## src/rtl/ads131a0x_spi_responder_if.sv

```systemverilog
// SPI pins between an ADS131A0X master and the converter-side responder.
interface ads131a0x_spi_responder_if;
  logic SPI_SCLK;
  logic SPI_CS;
  logic SPI_MOSI;
  logic SPI_MISO;

  modport master (
    output SPI_SCLK,
    output SPI_CS,
    output SPI_MOSI,
    input  SPI_MISO
  );

  modport slave (
    input  SPI_SCLK,
    input  SPI_CS,
    input  SPI_MOSI,
    output SPI_MISO
  );
endinterface

```

## src/rtl/ads131a0x_spi_responder.sv

```systemverilog
// ADS131A0X device-side SPI model: command decode, status/data return, DRDY.
module ads131a0x_spi_responder #(
  parameter int         WORD_BITS   = 24,
  parameter int         NUM_CH      = 4,
  parameter int         DRDY_PERIOD = 2000,
  parameter logic [7:0] REG_ID_MSB  = 8'h04
) (
  input  logic                        system_clock,
  input  logic                        reset,
  ads131a0x_spi_responder_if.slave    spi,
  output logic                        drdy_n,
  input  logic [NUM_CH*WORD_BITS-1:0] ch_data,
  output logic                        locked,
  output logic                        cmd_valid,
  output logic [15:0]                 cmd_word,
  output logic                        frame_error
);

  localparam int BW = $clog2(WORD_BITS);
  localparam int CW = (DRDY_PERIOD > 1) ? $clog2(DRDY_PERIOD) : 1;

  typedef enum logic [1:0] {
    S_IDLE,
    S_SHIFT,
    S_DECODE
  } state_e;

  state_e state_q, state_d;

  logic [2:0] sclk_q;
  logic [2:0] cs_q;
  logic [1:0] mosi_q;

  logic [WORD_BITS-1:0]        shift_q;
  logic [WORD_BITS-1:0]        rx_q;
  logic [BW-1:0]               bit_cnt_q;
  logic [7:0]                  word_cnt_q;
  logic [15:0]                 pend_q;
  logic [31:0][7:0]            regs_q;
  logic                        locked_q;
  logic                        miso_q;
  logic                        frame_err_q;
  logic                        cmd_valid_q;
  logic [15:0]                 cmd_word_q;
  logic [CW-1:0]               cnt_q;
  logic                        drdy_q;
  logic                        wrap_pend_q;
  logic [NUM_CH*WORD_BITS-1:0] snap_q;

  logic                 sclk_rise, sclk_fall;
  logic                 cs_rise, cs_fall;
  logic                 mosi_s;
  logic [15:0]          cmd;
  logic [WORD_BITS-1:0] next_word;
  logic                 conv_en, wrap;
  logic [15:0]          dec_resp;
  logic                 dec_lock, dec_wr, soft_rst, rst_all;
  logic                 is_unlock, is_lock, is_reset, is_rreg, is_wreg;

  assign sclk_rise = sclk_q[1] & ~sclk_q[2];
  assign sclk_fall = ~sclk_q[1] & sclk_q[2];
  assign cs_rise   = cs_q[1] & ~cs_q[2];
  assign cs_fall   = ~cs_q[1] & cs_q[2];
  assign mosi_s    = mosi_q[1];

  assign cmd       = rx_q[WORD_BITS-1 -: 16];
  assign is_unlock = cmd == 16'h0655;
  assign is_lock   = cmd == 16'h0555;
  assign is_reset  = cmd == 16'h0011;
  assign is_rreg   = cmd[15:13] == 3'b001;
  assign is_wreg   = cmd[15:13] == 3'b010;

  assign conv_en = ~locked_q & (regs_q[15][3:0] != 4'h0);
  assign wrap    = cnt_q == CW'(DRDY_PERIOD - 1);
  assign rst_all = reset | soft_rst;

  always_ff @(posedge system_clock) begin
    if (reset) begin
      sclk_q <= 3'b000;
      cs_q   <= 3'b111;
      mosi_q <= 2'b00;
    end else begin
      sclk_q <= {sclk_q[1:0], spi.SPI_SCLK};
      cs_q   <= {cs_q[1:0], spi.SPI_CS};
      mosi_q <= {mosi_q[0], spi.SPI_MOSI};
    end
  end

  always_ff @(posedge system_clock) begin
    if (rst_all) state_q <= S_IDLE;
    else         state_q <= state_d;
  end

  always_comb begin
    state_d = state_q;
    unique case (state_q)
      S_IDLE:   if (cs_fall) state_d = S_SHIFT;
      S_SHIFT: begin
        if (cs_rise) begin
          if (bit_cnt_q == '0 && word_cnt_q != 8'd0) state_d = S_DECODE;
          else                                       state_d = S_IDLE;
        end
      end
      S_DECODE: state_d = S_IDLE;
      default:  state_d = S_IDLE;
    endcase
  end

  // Locked: only NULL, UNLOCK and RREG act; everything else reads as NULL.
  always_comb begin
    dec_resp = {8'h22, regs_q[2]};
    dec_lock = locked_q;
    dec_wr   = 1'b0;
    soft_rst = 1'b0;
    if (state_q == S_DECODE) begin
      unique case (1'b1)
        is_unlock: begin
          dec_lock = 1'b0;
          dec_resp = 16'h0655;
        end
        is_rreg: dec_resp = {3'b001, cmd[12:8], regs_q[cmd[12:8]]};
        (is_lock & ~locked_q): begin
          dec_lock = 1'b1;
          dec_resp = 16'h0555;
        end
        (is_reset & ~locked_q): soft_rst = 1'b1;
        (is_wreg & ~locked_q): begin
          dec_wr   = 1'b1;
          dec_resp = {3'b001, cmd[12:8], cmd[7:0]};
        end
        default: ;
      endcase
    end
  end

  always_comb begin
    next_word = '0;
    for (int i = 0; i < NUM_CH; i++) begin
      if (int'(word_cnt_q) == i) next_word = snap_q[i*WORD_BITS +: WORD_BITS];
    end
  end

  always_ff @(posedge system_clock) begin
    if (reset) begin
      cmd_valid_q <= 1'b0;
      cmd_word_q  <= 16'h0000;
    end else begin
      cmd_valid_q <= state_q == S_DECODE;
      if (state_q == S_DECODE) cmd_word_q <= cmd;
    end
  end

  always_ff @(posedge system_clock) begin
    if (rst_all) begin
      shift_q     <= '0;
      rx_q        <= '0;
      bit_cnt_q   <= '0;
      word_cnt_q  <= 8'd0;
      pend_q      <= 16'hFF04;
      regs_q      <= '0;
      regs_q[0]   <= REG_ID_MSB;
      locked_q    <= 1'b1;
      miso_q      <= 1'b0;
      frame_err_q <= 1'b0;
      cnt_q       <= '0;
      drdy_q      <= 1'b1;
      wrap_pend_q <= 1'b0;
      snap_q      <= '0;
    end else begin
      frame_err_q <= 1'b0;
      unique case (state_q)
        S_IDLE: begin
          miso_q <= 1'b0;
          if (cs_fall) begin
            shift_q    <= {pend_q, {(WORD_BITS-16){1'b0}}};
            rx_q       <= '0;
            bit_cnt_q  <= '0;
            word_cnt_q <= 8'd0;
          end
        end
        S_SHIFT: begin
          if (cs_rise) begin
            miso_q <= 1'b0;
            if (bit_cnt_q != '0) frame_err_q <= 1'b1;
          end else begin
            if (sclk_rise) begin
              miso_q  <= shift_q[WORD_BITS-1];
              shift_q <= shift_q << 1;
            end
            if (sclk_fall) begin
              if (word_cnt_q == 8'd0) rx_q <= {rx_q[WORD_BITS-2:0], mosi_s};
              if (bit_cnt_q == BW'(WORD_BITS - 1)) begin
                bit_cnt_q <= '0;
                shift_q   <= next_word;
                if (word_cnt_q != 8'hFF) word_cnt_q <= word_cnt_q + 8'd1;
              end else begin
                bit_cnt_q <= bit_cnt_q + 1'b1;
              end
            end
          end
        end
        S_DECODE: begin
          pend_q   <= dec_resp;
          locked_q <= dec_lock;
          if (dec_wr) regs_q[cmd[12:8]] <= cmd[7:0];
        end
        default: miso_q <= 1'b0;
      endcase

      // A wrap outside IDLE is held so no snapshot lands mid-frame.
      if (!conv_en) begin
        cnt_q       <= '0;
        drdy_q      <= 1'b1;
        wrap_pend_q <= 1'b0;
      end else begin
        cnt_q <= wrap ? '0 : cnt_q + 1'b1;
        if (wrap || wrap_pend_q) begin
          if (state_q == S_IDLE && !cs_fall) begin
            snap_q      <= ch_data;
            drdy_q      <= 1'b0;
            wrap_pend_q <= 1'b0;
          end else begin
            wrap_pend_q <= 1'b1;
          end
        end
      end
      if (state_q == S_IDLE && cs_fall) drdy_q <= 1'b1;
    end
  end

  assign spi.SPI_MISO = miso_q & ~spi.SPI_CS;
  assign drdy_n       = drdy_q;
  assign locked       = locked_q;
  assign cmd_valid    = cmd_valid_q;
  assign cmd_word     = cmd_word_q;
  assign frame_error  = frame_err_q;

endmodule

```

## src/flat_wrapper.sv

```systemverilog
// flat-port wrapper written by rule: the top's interface ports become plain ports
module ads131a0x_spi_responder_flat 
#(
  parameter int         WORD_BITS   = 24,
  parameter int         NUM_CH      = 4,
  parameter int         DRDY_PERIOD = 2000,
  parameter logic [7:0] REG_ID_MSB  = 8'h04
)
  (system_clock, reset, drdy_n, ch_data, locked, cmd_valid, cmd_word, frame_error, spi_SPI_SCLK, spi_SPI_CS, spi_SPI_MOSI, spi_SPI_MISO);
  ads131a0x_spi_responder_if spi_i ();
  input  logic system_clock;
  input  logic reset;
  output logic drdy_n;
  input  logic [NUM_CH*WORD_BITS-1:0] ch_data;
  output logic locked;
  output logic cmd_valid;
  output logic [15:0] cmd_word;
  output logic frame_error;
  input wire logic [$bits(spi_i.SPI_SCLK)-1:0] spi_SPI_SCLK;
  input wire logic [$bits(spi_i.SPI_CS)-1:0] spi_SPI_CS;
  input wire logic [$bits(spi_i.SPI_MOSI)-1:0] spi_SPI_MOSI;
  output wire logic [$bits(spi_i.SPI_MISO)-1:0] spi_SPI_MISO;
  assign spi_i.SPI_SCLK = spi_SPI_SCLK;
  assign spi_i.SPI_CS = spi_SPI_CS;
  assign spi_i.SPI_MOSI = spi_SPI_MOSI;
  assign spi_SPI_MISO = spi_i.SPI_MISO;
  ads131a0x_spi_responder #(.WORD_BITS(WORD_BITS), .NUM_CH(NUM_CH), .DRDY_PERIOD(DRDY_PERIOD), .REG_ID_MSB(REG_ID_MSB)) u_core (.system_clock(system_clock), .reset(reset), .spi(spi_i), .drdy_n(drdy_n), .ch_data(ch_data), .locked(locked), .cmd_valid(cmd_valid), .cmd_word(cmd_word), .frame_error(frame_error));
endmodule
```

## config.mk

```make
export PLATFORM = sky130hd
export DESIGN_NAME = ads131a0x_spi_responder_flat
export DESIGN_NICKNAME = d
export VERILOG_FILES = /design/src/rtl/ads131a0x_spi_responder_if.sv /design/src/rtl/ads131a0x_spi_responder.sv /design/src/flat_wrapper.sv
export SDC_FILE = /design/constraint.sdc
export NUM_CORES = 1
export LEC_CHECK = 0
export ABC_AREA = 1
export BUFFER_PORTS_ARGS = -buffer_cell sky130_fd_sc_hd__buf_2
export CAP_MARGIN = 20
export CELL_PAD_IN_SITES_DETAIL_PLACEMENT = 0
export CELL_PAD_IN_SITES_GLOBAL_PLACEMENT = 1
export CORE_MARGIN = 4
export CORE_UTILIZATION = 30
export CTS_BUF_LIST = sky130_fd_sc_hd__clkbuf_4 sky130_fd_sc_hd__clkbuf_8 sky130_fd_sc_hd__clkbuf_16
export DETAILED_ROUTE_END_ITERATION = 7
export HOLD_SLACK_MARGIN = 0.08
export MAX_ROUTING_LAYER = met4
export PLACE_DENSITY = 0.63
export RECOVER_POWER = 100
export SYNTH_ARGS = -nofsm -noshare
export SYNTH_HDL_FRONTEND = slang
export SYNTH_SLANG_ARGS = --single-unit
```

## constraint.sdc

```tcl
create_clock -name system_clock -period 3.2 [get_ports system_clock]
set_input_delay 0.32 -clock system_clock [delete_from_list [all_inputs] [get_ports system_clock]]
set_output_delay 0.32 -clock system_clock [all_outputs]
set_load 0.005 [all_outputs]
```

==> impl_metrics.ini, run 1 <==
[critical_path]
path_max_fanout = 26
r2r_start = u_core.rx_q[23]$_SDFFE_PP0P_
crit_path_end_kind = flip-flop
crit_arrival_ns = 3.34
start_kind = flip-flop
cp-startpoint = u_core.rx_q[23]$_SDFFE_PP0P_
cp.required_ns = 3.68
worstSetupPathType = flip-flop to flip-flop

[clock_tree]
cts-buffers-inserted = 55
cts.sink_count = 471
clk_latency_ns = 0.62
htree_levels = 2
cts_buffer_depth = 3
cts_resized = 0
root_buffer = clkbuf_16
clk_pin_slew_ns = 0.06
cts_tree = yes

[synthesis]
ys_types = 41
netlist_instances = 3089
seq_area_frac_synth = 0.441
syn_nets = 3197
synth_compound_area_frac = 0.206
async_flop_share = 0
synthMuxAreaShare = 0
synth_top_family_by_area = simple AND/OR/NAND/NOR gates
synth_edf_count = 0
ys.flop_type = dfxtp_1
ys_seq_elements = 471
ys_warn_count = 0
synth_xor_area_frac = 0.00492
synth_fa_ha_area_frac = 0.00410
synth-simple-area-share = 0.249
syn_area_mm2 = 0.0214
post_synth.cell_area_avg_um2 = 6.91

[place]
numPlacedInstances = 3996
routabilityCongestion = 0.853
dp_slack_ns = 0.460
dp_hpwl_um = 48400
io_buffers = 121

[floorplan]
fp.dieArea_mm2 = 0.0755
die_width_um = 275
die_h_um = 275
core_area_mm2 = 0.0703
ioPinCount = 122
initial_core_util = 0.304
fp-row-count = 97

[sta]
report.final.slew_viol_count = 0
fmax_mhz = 349
worst_slew_pin_slew_ns = 1.04
setup_violations = 0
tns_ns = 0
fin_ws_ns = 0.332
rsz0062_at_grt = false
post-route-period-util = 0.896
slew-limit-headroom = 0.307
min_period_ns = 2.87
hold_viol = 0
final.setup_skew_ns = 0.0298
fin_hold_ws_ns = 0.104

[route]
wl_um = 73900
dr.pass1.iters = 5
first_iter_violations = 1425
drt-vias-per-instance = 4.84
ant_nets = 0
vias = 20300
post-route-drc-count = 0
wl_per_cell_um = 17.6

[layout]
mostFrequentLayoutCells = nand2_1 (808), a21oi_1 (499), dfxtp_1 (470), o21ai_0 (283), inv_1 (273)
final_cells = 4189
drive_gt1_frac = 0.0979
fillers = 7446
antennaDiodeCount = 0
layout_commonest_cell = nand2_1
syn_to_final_growth_pct = 19.7
fin_nets = 3319

[power]
leakagePower_nw = 9.44
power.density_mw_per_mm2 = 543
vdd_drop_max_mv = 0.433

[run]
maxCapViolCount = 0

[run_status]
status = finished clean

[global_route]
grt_pass1_vias = 19300
grt_max_degree = 101
grt_overflow = 0
grt_pass1_wl_um = 113000
track_usage = 0.194
grt_antenna_before_repair = 0

[min_path]
min-delay-start = ch_data[10]
hp-class = input port to flip-flop
-- routing by layer --
metal,GRT usage,share of wire,vias up
met3,0.0236,0.045,107
met2,0.313,0.46,444
met4,0.0519,0.023,0
li1,-,-,10300
met1,0.258,0.47,9458
met5,-,0,-
-- Yosys cell counts, drive strengths merged, types with 2 or more instances --
library cell  instances  share of area
or2                   6         0.0018
nand2               812           0.14
dfxtp               471           0.44
xor2                 11         0.0045
buf                 101          0.026
nor4                  2        0.00059
nand3b                2        0.00070
a21oi               500           0.12
o2111ai               2        0.00082
a211oi               39          0.015
nand3               144          0.035
nor2                245          0.048
o21ai               286          0.067
nor3                 35          0.015
ha                    7         0.0041
clkbuf              105          0.018
nand4                17         0.0050
o211ai               12         0.0045
clkinv                3        0.00053
inv                 284          0.050
a31oi                 2        0.00059
-- worst paths after layout --
| kind | to | slack, ns | cells past startpoint |
|---|---|---|---|
| max reg2reg | u_core.regs_q[114]$_SDFFE_PP0P_ | 0.33 | 8 |
| max | u_core.regs_q[114]$_SDFFE_PP0P_ | 0.33 | 8 |
| min | u_core.snap_q[10]$_SDFFE_PP0P_ | 0.10 | 3 |
| min reg2reg | u_core.sclk_q[1]$_SDFF_PP0_ | 0.40 | 2 |
-- area by class of cell --
class | count | area (um^2) | area share
clock buffers | 83 | 1720 | 0.0673
clock inverters | 12 | 228 | 0.00890
inverters | 287 | 1080 | 0.0424
multi-input cells | 2125 | 9920 | 0.388
flip-flops and latches | 471 | 9430 | 0.369
well taps | 940 | 1180 | 0.0460
repair buffers | 271 | 2020 | 0.0789
-- sequential cells by signal (all words and copies together) (netlist names), 2 cells and up --
name / cells
u_core.rx_q: 24
u_core.regs_q: 256
u_core.pend_q: 15
u_core.mosi_q: 2
u_core.snap_q: 96
u_core.cnt_q: 11
u_core.cs_q: 3
u_core.shift_q: 24
u_core.cmd_word: 16
u_core.bit_cnt_q: 5
u_core.sclk_q: 3
u_core.word_cnt_q: 8
u_core.state_q: 2
-- logic make-up (layout without fill, tap and decap cells) --
family                     Yosys count  in the layout
and+or+nand+nor                   1263           1263
AOI/OAI and AO/OA                  843            843
buffers and inverters              493            653
DFF                                471            471
xor gates and xnor gates            12             12
adders and majority gates            7              7
-- power by group --
group / internal (mW) / switching (mW)
registers: 5.92 / 0.0401
clock network: 4.17 / 2.58
logic: 0.330 / 0.843
-- through the flow --
step / area [um^2] / utilization / total power, mW
5_1_grt: 25600 / 0.364 / 14.4
4_1_cts: 25700 / 0.366 / 14.1
6_report: 25600 / 0.364 / 13.9
2_1_floorplan: 21400 / - / 6.72
3_5_place_dp: 22800 / 0.324 / 7.17
3_3_place_gp: 22800 / 0.324 / 7.17
-- worst max-delay path, stage by stage (launching register included) --
cell and delay (ns):
dfxtp_1 0.33, nor2_2 0.18, nand3_4 0.14, nor2_1 0.25, inv_4 0.24, nor2_2 0.75
nand2_1 0.46, o21ai_0 0.28, a21oi_1 0.06
-- timing repair --
item / 4_1_cts / 5_1_grt
buffers inserted: 0 / 0
hold buffers: 98 / 0
hold endpoints to repair: 104 / 0
Note: power is estimated with default switching activity, not from simulation.
==> run 2: changes to the inputs <==
--- a/config.mk
+++ b/config.mk
@@ -11,12 +11,12 @@
 export CELL_PAD_IN_SITES_DETAIL_PLACEMENT = 0
 export CELL_PAD_IN_SITES_GLOBAL_PLACEMENT = 1
 export CORE_MARGIN = 4
-export CORE_UTILIZATION = 30
+export CORE_UTILIZATION = 48
 export CTS_BUF_LIST = sky130_fd_sc_hd__clkbuf_4 sky130_fd_sc_hd__clkbuf_8 sky130_fd_sc_hd__clkbuf_16
 export DETAILED_ROUTE_END_ITERATION = 7
 export HOLD_SLACK_MARGIN = 0.08
 export MAX_ROUTING_LAYER = met4
-export PLACE_DENSITY = 0.63
+export PLACE_DENSITY = 0.9
 export RECOVER_POWER = 100
 export SYNTH_ARGS = -nofsm -noshare
 export SYNTH_HDL_FRONTEND = slang
==> impl_metrics.ini, run 2 (synthesis results as in run 1) <==
[route]
wl_per_cell_um = 18.0
drt-vias-per-instance = 5.47
ant_nets = 0
vias = 21000
post-route-drc-count = 0
first_iter_violations = 2255
dr.pass1.iters = 6
wl_um = 69000

[global_route]
grt_pass1_vias = 19500
track_usage = 0.289
grt_antenna_before_repair = 0
grt_pass1_wl_um = 108000
grt_overflow = 0
grt_max_degree = 106

[critical_path]
slowest_delay_ns = 0.68
worstSetupPathType = flip-flop to flip-flop
crit_path_top_delay_cell = dfxtp_2
path_max_fanout = 36
cp.required_ns = 3.70
cp-startpoint = u_core.rx_q[16]$_SDFFE_PP0P_
r2r_start = u_core.rx_q[16]$_SDFFE_PP0P_
crit_arrival_ns = 3.44
cp_cell_sequence = buf_4, nor2_4, clkbuf_2, o211ai_2, inv_1, nor2_1, nand2_1, nand2_1, nand2_1
r2r_setup_slack_ns = 0.26
start_kind = flip-flop
timing.critical_path.buf_inv = 3
crit_family = buffers and inverters
crit_path_end_kind = flip-flop
cpMostUsedCell = nand2_1

[sta]
tns_ns = 0
report.final.slew_viol_count = 0
final.setup_skew_ns = 0.0234
fmax_mhz = 340
rsz0062_at_grt = false
post-route-period-util = 0.920
setup_violations = 0
hold_viol = 0
worst_slew_pin_slew_ns = 1.01
min_period_ns = 2.94
slew-limit-headroom = 0.329

[run]
maxCapViolCount = 0

[layout]
top_register = u_core.regs_q
largest_register_ff_count = 256
fillers = 4237
final_area_mm2 = 0.0249
drive_gt1_frac = 0.0962
layout_commonest_cell = nand2_1
mostFrequentLayoutCells = nand2_1 (808), a21oi_1 (499), dfxtp_1 (470), o21ai_0 (278), inv_1 (272)
multiInputGateArea_mm2 = 0.00990
largestRegisters = u_core.regs_q: 256 flops, u_core.snap_q: 96 flops
regArea_mm2 = 0.00943
syn_to_final_growth_pct = 16.5
fin_nets = 3313

[floorplan]
initial_core_util = 0.484
fp.dieArea_mm2 = 0.0479
fp-row-count = 77
ioPinCount = 122
core_area_mm2 = 0.0441
die_width_um = 219
die_h_um = 219

[clock_tree]
cts_buffer_depth = 3
clk_pin_slew_ns = 0.06
cts.sink_count = 471
root_buffer = clkbuf_16
clk_latency_ns = 0.62
cts_hold_buf = 98
htree_levels = 2
cts-buffers-inserted = 53
cts_tree = yes
post_cts_buffers = 0
cts_resized = 0

[run_status]
status = finished clean

[power]
leakagePower_nw = 9.32
pwr-share-clk = 0.464
seqPwrFrac = 0.452
combPwrFrac = 0.085
p_switching_mw = 3.34
power.density_mw_per_mm2 = 531
internal_power_mw = 9.87
vdd_drop_max_mv = 0.407
swShare = 0.253

[place]
routabilityCongestion = 0.967
dp_hpwl_um = 44300
io_buffers = 121
dpl-instance-area_mm2 = 0.0223

[min_path]
hp-class = input port to flip-flop
min-delay-start = ch_data[91]
==> run 2: worst paths after layout <==
kind | endpoint | cells after the start
worst max register to register | u_core.pend_q[2]$_SDFFE_PP1P_ | 9
worst min-delay path | u_core.snap_q[91]$_SDFFE_PP0P_ | 3
worst min register to register | u_core.mosi_q[1]$_SDFF_PP0_ | 2
worst max-delay path | u_core.pend_q[2]$_SDFFE_PP1P_ | 9
==> run 2: cell type report <==
type,instances,area share
clock inverter,12,0.00598
inverter,287,0.0436
clock buffer,81,0.0648
tap,592,0.0298
antenna,1,0.000101
timing repair buffer,267,0.0791
sequential,471,0.379
multi-input combinational,2125,0.398
==> run 2: worst min-delay path, cell delays in order <==
cell     delay (ns)
buf_2          0.07
o21ai_0        0.15
a21oi_1        0.15
==> run 2: power by group through the flow <==
stage          Combinational [mW]  Clock [mW]  Sequential (mW)
2_1_floorplan               0.650           0             6.07
3_3_place_gp                0.999           0             6.09
3_5_place_dp                 1.01           0             6.09
5_1_grt                      1.20        6.44             5.97
4_1_cts                      1.10        6.19             5.96
6_report                     1.12        6.13             5.96
==> run 2: routing by layer <==
| layer | vias up | global-route usage | share of wire |
|---|---|---|---|
| li1 | 10200 | - | - |
| met4 | 0 | 0.0961 | 0.031 |
| met3 | 151 | 0.0428 | 0.079 |
| met5 | - | - | 0 |
| met1 | 9727 | 0.399 | 0.45 |
| met2 | 850 | 0.436 | 0.45 |
==> run 2: stage by stage <==
stage | hold WS (ns) | total power, mW | cells | worst slack, ns | utilization
5_1_grt | 0.154 | 13.6 | 3835 | 0.161 | 0.564
3_3_place_gp | 0.393 | 7.09 | 3644 | 0.664 | 0.504
6_report | 0.121 | 13.2 | 3836 | 0.257 | 0.564
4_1_cts | 0.0993 | 13.3 | 3835 | 0.565 | 0.567
3_5_place_dp | 0.399 | 7.10 | 3644 | 0.605 | 0.504
2_1_floorplan | 0.388 | 6.72 | 3089 | 1.52 | -
